**src/rtl/mbinit_repairval_module_pkg.sv**
```systemverilog
// ---------------------------------------------------------------------------
// mbinit_repairval_module_pkg
// Shared definitions for the MBINIT.REPAIRVAL link-training stage:
//   - sideband message codes exchanged with the link partner
//   - bit positions inside the partner's repair-valid result
//   - FSM state encoding and the registered-output bundle
//   - stateOutputs(): per-state decode of the registered outputs
// No ports (package).
// ---------------------------------------------------------------------------
package mbinit_repairval_module_pkg;

  // Sideband message codes; zero means "nothing to send".
  localparam logic [3:0] MSG_NONE        = 4'd0;
  localparam logic [3:0] MSG_INIT_REQ    = 4'd1;
  localparam logic [3:0] MSG_INIT_RESP   = 4'd2;
  localparam logic [3:0] MSG_RESULT_REQ  = 4'd3;
  localparam logic [3:0] MSG_RESULT_RESP = 4'd4;
  localparam logic [3:0] MSG_DONE_REQ    = 4'd5;
  localparam logic [3:0] MSG_DONE_RESP   = 4'd6;

  // Result payload bit positions.
  localparam int RES_PRIMARY_BIT   = 0;
  localparam int RES_REDUNDANT_BIT = 1;

  typedef enum logic [3:0] {
    ST_IDLE             = 4'd0,
    ST_WAIT_BUSY_INIT   = 4'd1,
    ST_SEND_INIT        = 4'd2,
    ST_WAIT_RESP        = 4'd3,
    ST_SEND_PATTERN     = 4'd4,
    ST_WAIT_BUSY_RESULT = 4'd5,
    ST_SEND_RESULT      = 4'd6,
    ST_EVAL             = 4'd7,
    ST_WAIT_BUSY_DONE   = 4'd8,
    ST_SEND_DONE        = 4'd9,
    ST_COMPLETE         = 4'd10,
    ST_ERROR            = 4'd11
  } state_e;

  // Outputs that are a pure function of the state being entered.
  typedef struct packed {
    logic [3:0] txMsg;
    logic       txValid;
    logic       patternEn;
    logic       endLevel;
    logic       trainError;
  } out_t;

  // Outputs are decoded from the next state and registered, so they line up
  // with the state register rather than trailing it by a cycle.
  function automatic out_t stateOutputs(input state_e s);
    out_t o;
    o = '0;
    o.txMsg = MSG_NONE;
    case (s)
      ST_SEND_INIT: begin
        o.txValid = 1'b1;
        o.txMsg   = MSG_INIT_REQ;
      end
      ST_SEND_RESULT: begin
        o.txValid = 1'b1;
        o.txMsg   = MSG_RESULT_REQ;
      end
      ST_SEND_DONE: begin
        o.txValid = 1'b1;
        o.txMsg   = MSG_DONE_REQ;
      end
      ST_SEND_PATTERN: o.patternEn  = 1'b1;
      ST_COMPLETE:     o.endLevel   = 1'b1;
      ST_ERROR:        o.trainError = 1'b1;
      default: ;
    endcase
    return o;
  endfunction

endpackage

```
**src/rtl/sb_timeout_counter.sv**
```systemverilog
// ---------------------------------------------------------------------------
// sb_timeout_counter
// Cycle counter guarding a wait for a sideband response.
//   clk_i      in  clock
//   rst_i      in  synchronous active-high reset
//   clear_i    in  restart the count at zero (wins over enable_i)
//   enable_i   in  count this cycle
//   expired_o  out count has reached TIMEOUT_CYCLES-1 (combinational)
// ---------------------------------------------------------------------------
module sb_timeout_counter #(
  parameter int TIMEOUT_CYCLES = 800000
) (
  input  logic clk_i,
  input  logic rst_i,
  input  logic clear_i,
  input  logic enable_i,
  output logic expired_o
);

  localparam int CW = $clog2(TIMEOUT_CYCLES + 1);
  localparam logic [CW-1:0] LAST_COUNT = CW'(TIMEOUT_CYCLES - 1);

  logic [CW-1:0] count_q, count_d;

  // The count holds once expired so it can never wrap back to a safe value
  // if the owner is slow to leave its wait state.
  always_comb begin
    count_d = count_q;
    if (clear_i) begin
      count_d = '0;
    end else if (enable_i && !expired_o) begin
      count_d = count_q + 1'b1;
    end
  end

  always_ff @(posedge clk_i) begin
    if (rst_i) begin
      count_q <= '0;
    end else begin
      count_q <= count_d;
    end
  end

  assign expired_o = (count_q == LAST_COUNT);

endmodule

```
**src/rtl/mbinit_repairval_module.sv**
```systemverilog
// ---------------------------------------------------------------------------
// mbinit_repairval_module
// MBINIT.REPAIRVAL link-training stage. Runs the init / valid-train / result /
// done sideband handshakes, chooses primary or redundant valid lane from the
// partner's result, then either raises the stage-complete level for
// REVERSALMB or requests TRAINERROR.
//   CLK                         in   clock
//   rst                         in   synchronous active-high reset
//   i_MBINIT_REPAIRCLK_end      in   stage enable (low aborts to IDLE)
//   i_Rx_SbMessage[3:0]         in   received sideband message
//   i_msg_valid                 in   i_Rx_SbMessage valid
//   i_Busy_SideBand             in   sideband TX busy
//   i_falling_edge_busy         in   sideband TX finished a message (pulse)
//   i_VAL_Pattern_done          in   valid-pattern generator finished
//   i_REPAIRVAL_Result_SB[1:0]  in   [0]=primary pass, [1]=redundant pass
//   o_TX_SbMessage[3:0]         out  message to transmit
//   o_tx_data_valid_repairval   out  o_TX_SbMessage valid
//   o_VAL_Pattern_En            out  valid-pattern generator enable
//   o_val_lane_sel              out  0=primary, 1=redundant valid lane
//   o_MBINIT_REPAIRVAL_end      out  stage complete level
//   o_train_error_req_repairval out  TRAINERROR request level
// ---------------------------------------------------------------------------
module mbinit_repairval_module #(
  parameter int TIMEOUT_CYCLES = 800000
) (
  input  logic       CLK,
  input  logic       rst,
  input  logic       i_MBINIT_REPAIRCLK_end,
  input  logic [3:0] i_Rx_SbMessage,
  input  logic       i_msg_valid,
  input  logic       i_Busy_SideBand,
  input  logic       i_falling_edge_busy,
  input  logic       i_VAL_Pattern_done,
  input  logic [1:0] i_REPAIRVAL_Result_SB,
  output logic [3:0] o_TX_SbMessage,
  output logic       o_tx_data_valid_repairval,
  output logic       o_VAL_Pattern_En,
  output logic       o_val_lane_sel,
  output logic       o_MBINIT_REPAIRVAL_end,
  output logic       o_train_error_req_repairval
);

  import mbinit_repairval_module_pkg::*;

  state_e     state_q, state_d;
  logic [3:0] expResp_q, expResp_d;
  logic [1:0] result_q, result_d;
  logic       laneSel_q, laneSel_d;
  out_t       outs_q, outs_d;

  logic respMatch;
  logic toClear;
  logic toEnable;
  logic toExpired;

  // A response only counts while we are actually waiting for one.
  assign respMatch = (state_q == ST_WAIT_RESP) && i_msg_valid &&
                     (i_Rx_SbMessage == expResp_q);

  // The timeout restarts on every entry into WAIT_RESP, since the same wait
  // state is reused for all three handshakes.
  assign toClear  = (state_d == ST_WAIT_RESP) && (state_q != ST_WAIT_RESP);
  assign toEnable = (state_q == ST_WAIT_RESP);

  sb_timeout_counter #(
    .TIMEOUT_CYCLES(TIMEOUT_CYCLES)
  ) u_timeout (
    .clk_i    (CLK),
    .rst_i    (rst),
    .clear_i  (toClear),
    .enable_i (toEnable),
    .expired_o(toExpired)
  );

  // Next-state and next-output logic. Dropping the enable overrides every
  // other event; a matching response beats a same-cycle timeout.
  always_comb begin
    state_d   = state_q;
    expResp_d = expResp_q;
    result_d  = result_q;
    laneSel_d = laneSel_q;

    if (!i_MBINIT_REPAIRCLK_end) begin
      state_d = ST_IDLE;
    end else begin
      case (state_q)
        ST_IDLE: state_d = ST_WAIT_BUSY_INIT;

        ST_WAIT_BUSY_INIT: if (!i_Busy_SideBand) state_d = ST_SEND_INIT;

        ST_SEND_INIT: begin
          if (i_falling_edge_busy) begin
            state_d   = ST_WAIT_RESP;
            expResp_d = MSG_INIT_RESP;
          end
        end

        ST_WAIT_RESP: begin
          if (respMatch) begin
            case (expResp_q)
              MSG_INIT_RESP: state_d = ST_SEND_PATTERN;
              MSG_RESULT_RESP: begin
                state_d  = ST_EVAL;
                result_d = i_REPAIRVAL_Result_SB;
              end
              MSG_DONE_RESP: state_d = ST_COMPLETE;
              default:       state_d = ST_ERROR;
            endcase
          end else if (toExpired) begin
            state_d = ST_ERROR;
          end
        end

        ST_SEND_PATTERN: if (i_VAL_Pattern_done) state_d = ST_WAIT_BUSY_RESULT;

        ST_WAIT_BUSY_RESULT: if (!i_Busy_SideBand) state_d = ST_SEND_RESULT;

        ST_SEND_RESULT: begin
          if (i_falling_edge_busy) begin
            state_d   = ST_WAIT_RESP;
            expResp_d = MSG_RESULT_RESP;
          end
        end

        // Primary lane is preferred whenever it passed.
        ST_EVAL: begin
          if (result_q[RES_PRIMARY_BIT]) begin
            laneSel_d = 1'b0;
            state_d   = ST_WAIT_BUSY_DONE;
          end else if (result_q[RES_REDUNDANT_BIT]) begin
            laneSel_d = 1'b1;
            state_d   = ST_WAIT_BUSY_DONE;
          end else begin
            state_d = ST_ERROR;
          end
        end

        ST_WAIT_BUSY_DONE: if (!i_Busy_SideBand) state_d = ST_SEND_DONE;

        ST_SEND_DONE: begin
          if (i_falling_edge_busy) begin
            state_d   = ST_WAIT_RESP;
            expResp_d = MSG_DONE_RESP;
          end
        end

        ST_COMPLETE: state_d = ST_COMPLETE;
        ST_ERROR:    state_d = ST_ERROR;
        default:     state_d = ST_IDLE;
      endcase
    end

    // Returning to IDLE forgets the lane choice and the pending handshake.
    if (state_d == ST_IDLE) begin
      laneSel_d = 1'b0;
      expResp_d = MSG_NONE;
    end

    outs_d = stateOutputs(state_d);
  end

  // State and registered outputs.
  always_ff @(posedge CLK) begin
    if (rst) begin
      state_q   <= ST_IDLE;
      expResp_q <= MSG_NONE;
      result_q  <= '0;
      laneSel_q <= 1'b0;
      outs_q    <= '0;
    end else begin
      state_q   <= state_d;
      expResp_q <= expResp_d;
      result_q  <= result_d;
      laneSel_q <= laneSel_d;
      outs_q    <= outs_d;
    end
  end

  assign o_TX_SbMessage              = outs_q.txMsg;
  assign o_tx_data_valid_repairval   = outs_q.txValid;
  assign o_VAL_Pattern_En            = outs_q.patternEn;
  assign o_MBINIT_REPAIRVAL_end      = outs_q.endLevel;
  assign o_train_error_req_repairval = outs_q.trainError;
  assign o_val_lane_sel              = laneSel_q;

endmodule
```
**config.mk**
```make
export PLATFORM = sky130hd
export DESIGN_NAME = mbinit_repairval_module
export DESIGN_NICKNAME = d
export VERILOG_FILES = /design/src/rtl/mbinit_repairval_module_pkg.sv /design/src/rtl/sb_timeout_counter.sv /design/src/rtl/mbinit_repairval_module.sv
export SDC_FILE = /design/constraint.sdc
export NUM_CORES = 1
export LEC_CHECK = 0
export CAP_MARGIN = 25
export CORE_MARGIN = 10
export CORE_UTILIZATION = 30
export CTS_BUF_LIST = sky130_fd_sc_hd__clkbuf_8
export DETAILED_ROUTE_END_ITERATION = 8
export SYNTH_ARGS = -nofsm -noshare
export SYNTH_HDL_FRONTEND = slang
export SYNTH_HIERARCHICAL = 1
export SYNTH_SLANG_ARGS = --single-unit
```
**constraint.sdc**
```tcl
create_clock -name CLK -period 2.3 [get_ports CLK]
set_clock_uncertainty 0.15 [all_clocks]
set_input_delay 0.345 -clock CLK [delete_from_list [all_inputs] [get_ports CLK]]
set_output_delay 0.345 -clock CLK [all_outputs]
set_load 0.02 [all_outputs]
```
**Word-level counts from Yosys, hierarchy flattened**

Index checks and enable logic that the tools add are counted.

- $add $sub $neg: 1
- Multiply operators: 0
- Divide/modulo/power cells: 0
- Order comparisons: 0
- Equality and inequality tests: 27
- Shift-type cells: 0
- Mux-type cells: 22
- Bitwise operators: 0
- Reduce and logical (&&, ||, !) cells: 15

Operators with widths:

| cell | number |
|---|---|
| 2-to-1 mux 4 bit | 11 |
| one-hot mux 4 bit (10 select lines) | 1 |
| one-hot mux 4 bit (3 select lines) | 3 |
| == test 4 x 3 -> 1 bit, second input constant | 8 |
| == test 4 bit, second input constant | 7 |
| adder 20 x 1 -> 20 bit, second input constant | 1 |
| == test 20 bit, second input constant | 1 |
| == test 4 x 2 -> 1 bit, second input constant | 5 |
| zero test 4 bit | 2 |
| != test 2 bit, second input constant | 3 |
| 2-to-1 mux 1 bit | 5 |
| AND reduction 5 bit | 1 |
| == test 4 x 1 -> 1 bit, second input constant | 1 |
| == test 4 bit | 1 |
| logical AND 1 bit | 4 |
| 2-to-1 mux 2 bit | 2 |
| != test 4 x 2 -> 1 bit, second input constant | 1 |
| AND reduction 4 bit | 1 |
| OR reduction 2 bit | 2 |
| AND reduction 3 bit | 1 |
| nonzero test 3 bit | 1 |
| OR reduction 3 bit | 1 |
| nonzero test 2 bit | 1 |
| zero test 1 bit | 1 |

- Bits in registers: 39
- Latch bits: 0
- Bits in writable memories: 0
- ROM bits: 0
- Input bits: 13
- Output and inout port bits: 9
- Logic and storage cells: 75
- Memories: 0

**Longest topological paths before layout**

Gate-level depths: netlist of the first run.

- Depth in word-level cells: 9
- Depth in mapped cells: 10

**Hierarchy**

The synthesis of the first run kept the hierarchy.

Modules (own cells, without submodules):

| module | instances | cells each | area an instance (sq um) | seq. area each (sq um) |
|---|---|---|---|---|
| sb_timeout_counter | 1 | 125 | 1058.5 | 400.4 |
| mbinit_repairval_module | 1 | 103 | 900.9 | 300.3 |

**Worst setup path after synthesis of the first run**

Ideal clock, no wire load.

- Path kind: register -> register
- Start: reg state_q[3]
- End: reg u_timeout.count_q[0]
- Setup time: 128 ps
- Arrival: 2254 ps
- Path slack: -232 ps
- Cell stages (with the launch flop): 10
- Clock period less this slack: 2532 ps
- Path through: dfxtp_1 and2_1 or4_4 a31oi_1 nand2_1 nor2_1 or2_2 clkbuf_1 clkbuf_1 nor2_1

- Word-level cells in the longest chain between the ends: 9
- Elaborated cells on any way between the ends: 29
- Classes of those cells: eq/ne: 13; mux: 9; reduce/logical: 7

Ends and longest elaborated chain:

| what | line | text |
|---|---|---|
| from (decl) | mbinit_repairval_module.sv:45 | `state_e state_q, state_d;` |
| from (signal assigned) | mbinit_repairval_module.sv:171 | `state_q <= state_d;` |
| == test 4 x 2 -> 1 bit | mbinit_repairval_module.sv:57, mbinit_repairval_module.sv:86 |  |
| logical AND 1 bit (2 in a row) | mbinit_repairval_module.sv:57 | `assign respMatch = (state_q == ST_WAIT_RESP) && i_msg_valid &&` |
| 2-to-1 mux 4 bit | mbinit_repairval_module.sv:99 | `if (respMatch) begin` |
| one-hot mux 4 bit (10 select lines) | mbinit_repairval_module.sv:86 | `case (state_q)` |
| 2-to-1 mux 4 bit | mbinit_repairval_module.sv:83 | `if (!i_MBINIT_REPAIRCLK_end) begin` |
| == test 4 x 2 -> 1 bit | mbinit_repairval_module.sv:62 | `assign toClear = (state_d == ST_WAIT_RESP) && (state_q != ST_WAIT_RESP);` |
| logical AND 1 bit (*) | mbinit_repairval_module.sv:62 |  |
| via toClear | mbinit_repairval_module.sv:52 | `logic toClear;` |
| OR reduction 2 bit (no line) (*) | -- |  |
| to (signal assigned) | sb_timeout_counter.sv:40 | `count_q <= count_d;` |
| to (decl) | sb_timeout_counter.sv:23 | `logic [CW-1:0] count_q, count_d;` |

Mark *: on every way through the listed nets, which the timed path passes. The rest lies on a longest branch.
A chain may end at the register's enable or synchronous reset.

**Worst setup path in the final report of the first run**

- Start: reg state_q[0]
- End: reg u_timeout.count_q[5]

The elaborated chain is that of the path after synthesis.

==> qor.csv, run 1 <==
metric,value,unit
start_kind,register,
rows,29,
dieArea,0.0102,sq mm
remaining_drc_errors,0,
power_per_cell_area,475,mW/mm^2
clock_sinks,35,
ir_drop,0.311,mV
globalplace.congestion,0.891,
crit_path_max_fanout,6,
critPathKind,reg2reg,
end_kind,register,
grtUsageTotal,0.101,
async_reset_ff_frac,0,
hold_violations,0,
drt-total-wl,4980,microns
syn_area,0.00196,sq mm
grt_first_pass_wirelength,8400,microns
critPathBufInv,1,
hpwl,3710,microns
crit_required,2.40,ns
hold_path.class,reg2reg,
cts_tree,done,
clkTransAtPathRegs,0.08,ns
diodes,0,
synth_edf_count,0,
die_x,101,microns
grt_max_degree,14,
max_cap_viol_count,0,
synth.distinct_cells,61,
crit_chain,"buf_12, nor4bb_4, a221oi_2, o211ai_2, nand2_2, nor2_2, or2_4, or4_1, nand2_1",
cpPeakStageDelay,0.51,ns
ys_ff_latch,35,
coreArea,0.00635,sq mm
vias,1860,
rsz0062_at_grt,true,
overflow,0,
detail_route.iter0.violations,53,
post-route-period-util,0.999,
grt_antenna_before_repair,0,
cp_slowest_cell,or4_1,
cp_top_family,simple AND/OR/NAND/NOR gates,
max_freq,435,MHz
final.setup.tns,0,ns
hold_buffers,0,
stdcell_area,0.00281,sq mm
avgSynthCellArea,8.59,sq um
ys.flop_type,dfxtp_1,
grt_pass1_vias,1807,
initial_core_util,0.309,
clock_path_buffers,2,
cts_buffers,5,
wl_per_cell,13.5,microns
vias_per_cell,5.05,
layout.nets,307,
htreeDepth,2,
drt_pass1_iterations,5,
pin_count,22,
leakage,1.01,nW
die_h,101,microns
ys_seq_area_frac,0.358,
drive_above_1_share,0.378,
setup_viol,0,
finalMaxSlewViolations,0,
ant_nets,0,
clock-root-buffer,clkbuf_8,
syn_inst,228,
status,"complete, no violations",
final_util,0.443,
finalCriticalPeriod,2.30,ns
areaGrowthSynthToFinish,43.4,%
synth_nets,245,
worstSkewPairLatency,0.30,ns
yosysWarnings,6,
design_power_total,1.34,mW
cp.arrival,2.39,ns
place_area,0.00250,sq mm
io_buffers,20,
==> per-stage QoR <==
step | cells | hold slack [ns] | worst slack, ns
after global placement | 351 | 0.313 | -0.284
after CTS | 363 | 0.337 | -0.0111
final | 368 | 0.350 | 0.00163
after global routing | 368 | 0.376 | -0.0693
after floorplan | 228 | 0.267 | -0.0628
after detailed placement | 351 | 0.325 | -0.352
==> cell usage in the layout, fill, tap and decap left out, types with 3 or more instances in the layout <==
cell type	count
a21oi_1	5
a21oi_2	8
and3_1	3
and4_1	3
buf_4	45
clkbuf_8	5
clkdlybuf4s50_1	20
dfxtp_1	30
dfxtp_2	4
ha_1	3
inv_1	6
nand2_1	12
nand3_1	9
nand4_1	5
nor2_1	25
nor2b_1	4
nor3_1	6
o211ai_1	5
or3_2	3
or4_4	3
xnor2_1	6
xor2_1	6
==> per-layer routing <==
metal / vias to the layer above / GRT usage / part of all wire
met4: 0 / 0.0446 / 0.021
met3: 10 / 0.0240 / 0.023
met2: 23 / 0.173 / 0.52
li1: 945 / - / -
met1: 882 / 0.117 / 0.44
met5: - / 0 / 0
==> tightest hold or removal path, stage by stage (launching register included) <==
cell     delay (ns)
dfxtp_1        0.34
o21ai_2        0.07
a21oi_2        0.04
==> cells by family after synthesis <==
kind of cell	share of synthesized area
buf+inv	0.0517
other cells	0.00191
fa+ha+maj	0.0255
flops	0.358
xor+xnor	0.0581
simple gates	0.313
compound gates	0.182
mux	0.0102
==> layout make-up <==
type                    count  area, sq um
multi-input cells         173         1280
fillers                   611         3540
flip-flops and latches     35          709
clock inverters             3         47.5
inverters                   8         35.0
clock buffers               5         68.8
well taps                  77         96.3
repair buffers             67          569
==> worst paths after layout <==
path | from | end | slack (ns) | cells past startpoint
hold / removal | u_timeout/count_q[6] | u_timeout/count_q[6] | 0.35 | 2
setup reg to reg | state_q[0] | u_timeout/count_q[5] | 0.002 | 9
hold reg to reg | u_timeout/count_q[6] | u_timeout/count_q[6] | 0.35 | 2
setup / recovery | state_q[0] | u_timeout/count_q[5] | 0.002 | 9
==> what timing repair did <==
item	in CTS	in global routing
gates resized for setup	9	21
pin swaps	2	11
endpoints found under the setup margin	8	25
gates cloned	0	0
buffers inserted	4	5
==> cell usage after synthesis, types with 2 or more instances <==
cell,n,share of area
or2_1,2,0.0064
xor2_1,7,0.031
mux2i_1,2,0.010
or3_2,3,0.011
xnor2_1,6,0.027
a21oi_2,6,0.027
o21ai_0,2,0.0051
nand2b_1,2,0.0064
nand4_1,5,0.016
o21ai_2,2,0.0089
o211ai_1,5,0.019
nor3_2,2,0.010
ha_1,4,0.026
o31ai_1,3,0.011
nor4bb_1,2,0.010
and4_1,3,0.013
nor2_1,27,0.052
buf_4,2,0.0077
nor4_1,2,0.0064
buf_2,2,0.0051
or2_2,3,0.0096
buf_6,2,0.011
nand3b_1,2,0.0077
nand3_1,9,0.023
nor4b_1,2,0.0089
nor3_1,6,0.015
inv_1,8,0.015
a31oi_1,2,0.0064
o21ai_1,2,0.0051
or3_1,4,0.013
a21oi_1,7,0.018
and2_1,2,0.0064
dfxtp_1,35,0.36
nor2b_1,5,0.016
or4_2,2,0.0089
and3_1,3,0.0096
a211o_1,2,0.0089
nand2_1,14,0.027
clkbuf_1,5,0.0096
or4_1,3,0.011
==> report_power, final <==
group | switching, mW | internal (mW)
registers | 0.00314 | 0.608
logic | 0.0655 | 0.0838
clock network | 0.247 | 0.328
total | 0.316 | 1.02
==> registers in the layout, summed over array words and instances, names as in the netlist <==
signal / flops
u_timeout/count_q: 20
state_q: 4
o_TX_SbMessage: 3
expResp_q: 2
result_q: 2
o_MBINIT_REPAIRVAL_end: 1
o_VAL_Pattern_En: 1
o_train_error_req_repairval: 1
o_val_lane_sel: 1
Power figures use the tool's default switching activity.
==> run 2, diff against run 1 <==
--- a/config.mk
+++ b/config.mk
@@ -10,6 +10,7 @@
 export CORE_UTILIZATION = 30
 export CTS_BUF_LIST = sky130_fd_sc_hd__clkbuf_8
 export DETAILED_ROUTE_END_ITERATION = 8
+export SETUP_SLACK_MARGIN = 0.2
 export SYNTH_ARGS = -nofsm -noshare
 export SYNTH_HDL_FRONTEND = slang
 export SYNTH_HIERARCHICAL = 1
==> qor.csv, run 2 (synthesis results as in run 1) <==
metric,value,unit
cts_tree,done,
htreeDepth,2,
hold_violations,0,
dr.max_layer_used,met4,
die_x,101,microns
status,"complete, no violations",
grt_first_pass_wirelength,8740,microns
cp.arrival,2.38,ns
final_util,0.470,
clock-root-buffer,clkbuf_8,
max_freq,437,MHz
hold_buffers,0,
grt_antenna_before_repair,0,
setup_ws,0.0133,ns
io_buffers,20,
clock_sinks,35,
post-route-period-util,0.994,
die_h,101,microns
drt-met1-wl,2280,microns
vias,1899,
drt-total-wl,5370,microns
pin_count,22,
end_kind,register,
top_register,u_timeout/count_q,
crit_top_cell,a211o_1,
power_per_cell_area,457,mW/mm^2
finalMaxSlewViolations,0,
overflow,0,
grt_pass1_vias,1879,
ant_nets,0,
finalCriticalPeriod,2.29,ns
grtUsageTotal,0.105,
largest_reg_flops,20,
dpl_worst_slack,-0.271,ns
clkTransAtPathRegs,0.08,ns
layout.nets,309,
critical_path.reg2reg.startpoint,u_timeout/count_q[14],
dieArea,0.0102,sq mm
rows,29,
wl_met2,2870,microns
hold_path.class,reg2reg,
coreArea,0.00635,sq mm
cp_slowest_cell,or4_4,
final_common_cell,buf_4,
reg2reg_depth,7,
drt_pass1_iterations,4,
cpPeakStageDelay,0.53,ns
rsz0062_at_grt,true,
worstSkewPairLatency,0.30,ns
crit_start,u_timeout/count_q[14],
remaining_drc_errors,0,
wl_per_cell,14.5,microns
hpwl,3750,microns
mostFrequentLayoutCells,"buf_4 (34), dfxtp_1 (30), nor2_1 (20)",
worstHoldStart,u_timeout/count_q[1],
detail_route.iter0.violations,49,
clock_path_buffers,2,
wl_met3,152,microns
vias_per_cell,5.13,
max_cap_viol_count,0,
diodes,0,
leakage,1.09,nW
crit_path_max_fanout,3,
initial_core_util,0.309,
cts_buffers,5,
ir_drop,0.301,mV
drive_above_1_share,0.416,
setup_viol,0,
areaGrowthSynthToFinish,52.4,%
crit_required,2.39,ns
globalplace.congestion,0.815,
critPathKind,reg2reg,
start_kind,register,
grt_max_degree,14,
crit_chain,"or4_4, or3_4, nor2_4, a31oi_1, a211o_1, a211o_1, a21oi_2",
whs_path_depth,2,
-- run 2: what timing repair did --
action / CTS / global route
hold endpoints to repair: 0 / 0
setup endpoints to repair: 24 / 27
pin swaps: 13 / 17
setup buffers: 10 / 3
gates resized for setup: 22 / 42
gates cloned: 0 / 1
-- run 2: layer usage --
layer	up-vias	track usage
met5	-	0
met4	0	0.0424
met3	5	0.0240
met2	36	0.186
met1	905	0.119
li1	953	-
-- run 2: per-stage QoR --
stage	cells	TNS, ns	hold WS (ns)	cell area, sq um	power (mW)
6_report	370	0	0.334	2990	1.36
5_1_grt	370	-0.138	0.379	2990	1.42
4_1_cts	366	0	0.351	2780	1.34
3_5_place_dp	348	-2.91	0.331	2480	0.744
3_3_place_gp	348	-2.51	0.325	2480	0.742
2_1_floorplan	228	-0.0897	0.267	2030	0.692
-- run 2: area by class of cell --
type / instances / area (sq um)
Clock buffer: 5 / 68.8
Sequential cell: 35 / 712
Fill cell: 603 / 3360
Clock inverter: 3 / 47.5
Timing Repair Buffer: 69 / 651
Multi-Input combinational cell: 173 / 1380
Inverter: 8 / 35.0
Tap cell: 77 / 96.3
-- run 2: worst max-delay path, delay by kind of cell, from the launching register on --
family	cells	cell delay [ns]
DFF	1	0.32
and+or+nand+nor	3	1.00
AOI/OAI and AO/OA	4	0.77
-- run 2: worst paths after layout --
kind                          endpoint  slack [ns]
setup / recovery     o_TX_SbMessage[0]        0.01
hold / removal    u_timeout/count_q[1]        0.33
setup reg to reg     o_TX_SbMessage[0]        0.01
hold reg to reg   u_timeout/count_q[1]        0.33
-- run 2: report_power, final --
part / internal, mW / switching (mW)
clock network: 0.329 / 0.260
registers: 0.606 / 0.00270
logic: 0.0939 / 0.0727
total: 1.03 / 0.335
